`src/rtl/adder_pkg.sv`:
```
// Shared definitions for the adder operand sequencer: adder width and the
// sequencer state encoding.
package adder_pkg;

    localparam int ADD_W = 4;

    typedef enum logic [1:0] {
        IDLE,
        SETTLE,
        DONE
    } state_t;

endpackage

```
`src/rtl/settle_timer.sv`:
```
// Down-counter that measures the adder settle window. Loaded on accept,
// counts down while running, and reports expiry when it reaches zero.
module settle_timer #(
    parameter int SETTLE_CYCLES = 2
) (
    input  logic clk,
    input  logic rst_n,
    input  logic load,
    input  logic run,
    output logic expired
);

    localparam int TW = $clog2(SETTLE_CYCLES + 1);

    logic [TW-1:0] count;

    always_ff @(posedge clk or negedge rst_n) begin
        if (!rst_n) begin
            count <= '0;
        end else if (load) begin
            count <= TW'(SETTLE_CYCLES - 1);
        end else if (run && (count != '0)) begin
            count <= count - 1'b1;
        end
    end

    assign expired = (count == '0);

endmodule

```
`src/rtl/adder_operand_sequencer.sv`:
```
// Wraps the combinational ripple-carry adder: accepts one operand set, holds it
// on the adder inputs for a settle window, then registers and presents the result.
module adder_operand_sequencer
    import adder_pkg::*;
#(
    parameter int WIDTH         = ADD_W,
    parameter int SETTLE_CYCLES = 2
) (
    input  logic             clk,
    input  logic             rst_n,
    input  logic             in_valid,
    output logic             in_ready,
    input  logic [WIDTH-1:0] a,
    input  logic [WIDTH-1:0] b,
    input  logic             cin,
    output logic [WIDTH-1:0] add_a,
    output logic [WIDTH-1:0] add_b,
    output logic             add_c,
    input  logic [WIDTH:0]   add_s,
    output logic             out_valid,
    input  logic             out_ready,
    output logic [WIDTH-1:0] sum,
    output logic             cout,
    output logic             zero,
    output logic             ovf
);

    if (SETTLE_CYCLES < 1) begin : g_bad_settle
        $error("SETTLE_CYCLES must be at least 1");
    end

    state_t state;
    state_t state_next;
    logic   accept;
    logic   capture;
    logic   expired;

    // Handshakes: a transfer happens on an edge where valid and ready are both high;
    // in_ready and out_valid are pure decodes of the state register.
    assign in_ready  = (state == IDLE);
    assign out_valid = (state == DONE);
    assign accept    = in_ready && in_valid;
    assign capture   = (state == SETTLE) && expired;

    settle_timer #(
        .SETTLE_CYCLES(SETTLE_CYCLES)
    ) u_settle_timer (
        .clk    (clk),
        .rst_n  (rst_n),
        .load   (accept),
        .run    (state == SETTLE),
        .expired(expired)
    );

    always_ff @(posedge clk or negedge rst_n) begin
        if (!rst_n) begin
            state <= IDLE;
        end else begin
            state <= state_next;
        end
    end

    always_comb begin
        state_next = state;
        case (state)
            IDLE:    if (in_valid)  state_next = SETTLE;
            SETTLE:  if (expired)   state_next = DONE;
            DONE:    if (out_ready) state_next = IDLE;
            default: state_next = IDLE;
        endcase
    end

    always_ff @(posedge clk or negedge rst_n) begin
        if (!rst_n) begin
            add_a <= '0;
            add_b <= '0;
            add_c <= 1'b0;
        end else if (accept) begin
            add_a <= a;
            add_b <= b;
            add_c <= cin;
        end
    end

    // Overflow is judged from the held operands, which are still on the adder.
    always_ff @(posedge clk or negedge rst_n) begin
        if (!rst_n) begin
            sum  <= '0;
            cout <= 1'b0;
            zero <= 1'b0;
            ovf  <= 1'b0;
        end else if (capture) begin
            sum  <= add_s[WIDTH-1:0];
            cout <= add_s[WIDTH];
            zero <= (add_s[WIDTH-1:0] == '0);
            ovf  <= (add_a[WIDTH-1] == add_b[WIDTH-1]) &&
                    (add_s[WIDTH-1] != add_a[WIDTH-1]);
        end
    end

endmodule
```
`config.mk`:
```
export PLATFORM = sky130hd
export DESIGN_NAME = adder_operand_sequencer
export DESIGN_NICKNAME = d
export VERILOG_FILES = /design/src/rtl/adder_pkg.sv /design/src/rtl/settle_timer.sv /design/src/rtl/adder_operand_sequencer.sv
export SDC_FILE = /design/constraint.sdc
export NUM_CORES = 1
export LEC_CHECK = 0
export CAP_MARGIN = 20
export CORE_UTILIZATION = 33
export CTS_CLUSTER_SIZE = 24
export DETAILED_ROUTE_END_ITERATION = 7
export PLACE_DENSITY = 0.67
export SYNTH_ARGS = -nofsm -noshare
export SYNTH_HDL_FRONTEND = slang
export SYNTH_SLANG_ARGS = --single-unit
```
`constraint.sdc`:
```
create_clock -name clk -period 1.32 [get_ports clk]
set_input_delay 0.396 -clock clk [delete_from_list [all_inputs] [get_ports clk]]
set_output_delay 0.396 -clock clk [all_outputs]
set_load 0.005 [all_outputs]
```
==> results.md, run 1 <==
- Status: complete, but fails checks
- Failing checks: setup timing
- Vias in the first global route: 722
- Clock root buffer: clkbuf_4
- Register area share after synthesis: 57.39%
- Pins Over Slew Limit: 0
- Actual slew at the worst max-slew pin: 0.1341 ns
- Post-DRT Antenna Nets: 0
- Hpwl dp: 1.418 mm
- Routed WL: 2.159 mm
- Sink Count: 20
- Fin crit period: 1.476 ns
- Peak supply drop: 0.001196 V
- Crit end category: output port
- Fin crit share: 111.8%
- Layout area overhead: 70.45%
- Synth cell types: 20
- First-pass GRT wire length: 3.118 mm
- # fillers: 220
- Worst Path Arrival: 1.08 ns
- P per Cell Area: 2415 nW/um^2
- Max cap viols: 0
- Hold slack: 0.4208 ns
- GRT Overall Usage: 15.76%
- Port Buffers: 35
- Antenna violations before repair: 0
- FP Rows: 18
- Pin count of the biggest net entering global routing: 21
- Total die area: 2852 um^2
- Fmax: 0.6774 GHz
- Reg clk slew, reported paths: 0.12 ns
- Crit path max fanout: 2
- Clock latency on the worst-skew pair: 0.30 ns
- Via count: 730
- Core Area: 2477 um^2
- DR WL/cell: 13.49 um
- Mapped cell area: 872.1 um^2
- Kind of critical path: flip-flop to output port
- RSZ-0062 raised after global routing: yes
- Nets: 150
- Fin. Hold Viols: 0
- Num CTS Buffers: 3
- # DRC: 0
- Finished Layout Cells: 160
- DIE WIDTH: 53.41 um
- TritonCTS clock tree: yes
- Final setup margin: -0.1562 ns
- H-tree depth: 1
- Initial core utilization: 35.20%
- Post-Synthesis Mean Instance Area: 13.63 um^2
- Clk_skew: 0.008878 ns
- Die extent in y: 53.41 um
- Syn Nets: 83
- TritonRoute pass-1 iters: 4
- Drt initial violations: 4
- Seq cells post-synth: 20
- Relative slew slack: 90.81%
- Area of the multi-input gates: 385.4 um^2
- Worst Hold Class: input port to asynchronous set/reset pin
- CP Launch Type: flip-flop
- Syn. warnings: 0
- Worst EP required: 0.92 ns
- Register area: 501.7 um^2
- Antenna diode count: 0
- Final setup fails: 11
- CTS max path bufs: 2
- Lkg Pwr: 0.7417 nW
- Mapped Cells: 64
- Grt ovf: 0
- Layout cells sized above 1: 55.38%
- Vias per std cell: 4.563
- Inst Count DP: 140
- RD Place Congestion: 0.6355
- Io pins: 36
==> cell type report <==
class                   instances  area share, %
clock inverters                 1          2.020
multi-input cells              39          25.93
clock buffers                   3          1.515
well taps                      30          2.525
flip-flops and latches         20          33.75
repair buffers                 62          32.83
inverters                       5          1.431
==> sequential cells by signal, indices dropped and copies added (netlist names) <==
signal / flops
ovf: 1
cout: 1
zero: 1
u_settle_timer.count: 2
state: 2
sum: 4
add_a: 4
add_b: 4
add_c: 1
==> placed cells by master (no fill, tap or decap), types with 2 or more instances in the layout <==
cell / n
a21oi_1: 2
mux2_2: 5
clkbuf_2: 15
inv_1: 4
o21ai_0: 3
buf_6: 2
nand2_1: 2
buf_2: 2
clkdlybuf4s50_1: 17
clkbuf_4: 3
dfrtp_1: 19
buf_4: 24
and2_4: 2
mux2_4: 9
nor2_1: 4
==> power by group <==
group	internal, mW	leakage (nW)	switching [mW]	total (mW)
sequential	0.925	0.238	0.179	1.10
clock	0.307	0.0279	0.193	0.500
combinational	1.27	0.476	0.713	1.99
==> cells by family (layout without fill, tap and decap cells) <==
group | after synthesis | count (layout) | share of synthesized area, %
multiplexers | 15 | 15 | 23.10
AO/OA/AOI/OAI | 8 | 8 | 5.166
AND/OR/NAND/NOR | 14 | 15 | 9.469
buffers and inverters | 6 | 71 | 3.443
adder cells (fa/ha/maj) | 1 | 1 | 1.434
flip-flops | 20 | 20 | 57.39
==> stage by stage <==
step	utilization, %	total power, mW	setup TNS (ns)	cell area [um^2]	setup slack (ns)
2_1_floorplan	-	1.898	0	874.6	0.03403
3_3_place_gp	54.65	2.768	-2.978	1354	-0.2641
3_5_place_dp	54.65	2.839	-3.235	1354	-0.2709
4_1_cts	60.61	3.510	-0.5921	1501	-0.1410
5_1_grt	60.00	3.840	-1.160	1486	-0.2100
6_report	60.00	3.589	-0.6773	1486	-0.1562
==> critical path: stages, from the launching register on <==
cell	delay (ns)
dfrtp_1	0.41
buf_4	0.15
nor2_4	0.11
buf_2	0.12
==> synthesized netlist by cell type <==
library cell | number | area share (%)
or4_1 | 1 | 0.86
nor3_1 | 1 | 0.57
a2bb2oi_1 | 1 | 1.0
nor2_2 | 1 | 0.72
mux2i_1 | 1 | 1.1
nor2_1 | 4 | 1.7
nand3b_2 | 1 | 1.3
mux2_2 | 5 | 6.5
nand2_1 | 3 | 1.3
mux2_4 | 9 | 15
and3b_1 | 1 | 1.0
and2_4 | 1 | 1.0
ha_1 | 1 | 1.4
buf_6 | 1 | 1.3
dfrtp_1 | 20 | 57
inv_1 | 5 | 2.2
o21ai_0 | 4 | 2.3
o22ai_1 | 1 | 0.72
or3b_2 | 1 | 1.0
a21oi_1 | 2 | 1.1
==> layer usage <==
layer  track usage, %  vias up  part of all wire, %
met5                0        -                    0
met1            17.03      345                   40
li1                 -      353                    -
met4            5.263        0                 0.79
met2            30.00       30                   52
met3            2.874        2                  6.3
==> worst paths after layout <==
check | start | end | slack (ns) | cells past startpoint
max | state[0]$_DFFE_PN0P_ | in_ready | -0.16 | 3
max in group asynchronous | rst_n | state[1]$_DFFE_PN0P_ | 0.75 | 2
min in group clk | zero$_DFFE_PN0P_ | zero$_DFFE_PN0P_ | 0.51 | 2
max reg2reg | state[0]$_DFFE_PN0P_ | add_a[2]$_DFFE_PN0N_ | -0.06 | 5
min | rst_n | add_b[2]$_DFFE_PN0N_ | 0.42 | 2
min reg2reg | zero$_DFFE_PN0P_ | zero$_DFFE_PN0P_ | 0.51 | 2
==> timing repair <==
item,4_1_cts,5_1_grt
gates resized for setup,48,20
cloned,1,0
setup endpoints to repair,27,29
setup buffers,10,5
hold buffers,0,0
Power figures use the tool's default switching activity.
==> run 2, diff against run 1 <==
--- a/config.mk
+++ b/config.mk
@@ -7,6 +7,7 @@
 export LEC_CHECK = 0
 export CAP_MARGIN = 20
 export CORE_UTILIZATION = 33
+export CTS_BUF_LIST = sky130_fd_sc_hd__clkbuf_4
 export CTS_CLUSTER_SIZE = 24
 export DETAILED_ROUTE_END_ITERATION = 7
 export PLACE_DENSITY = 0.67
==> results of run 2 <==
The final DEF is identical to that of run 1; final timing and power are the same.
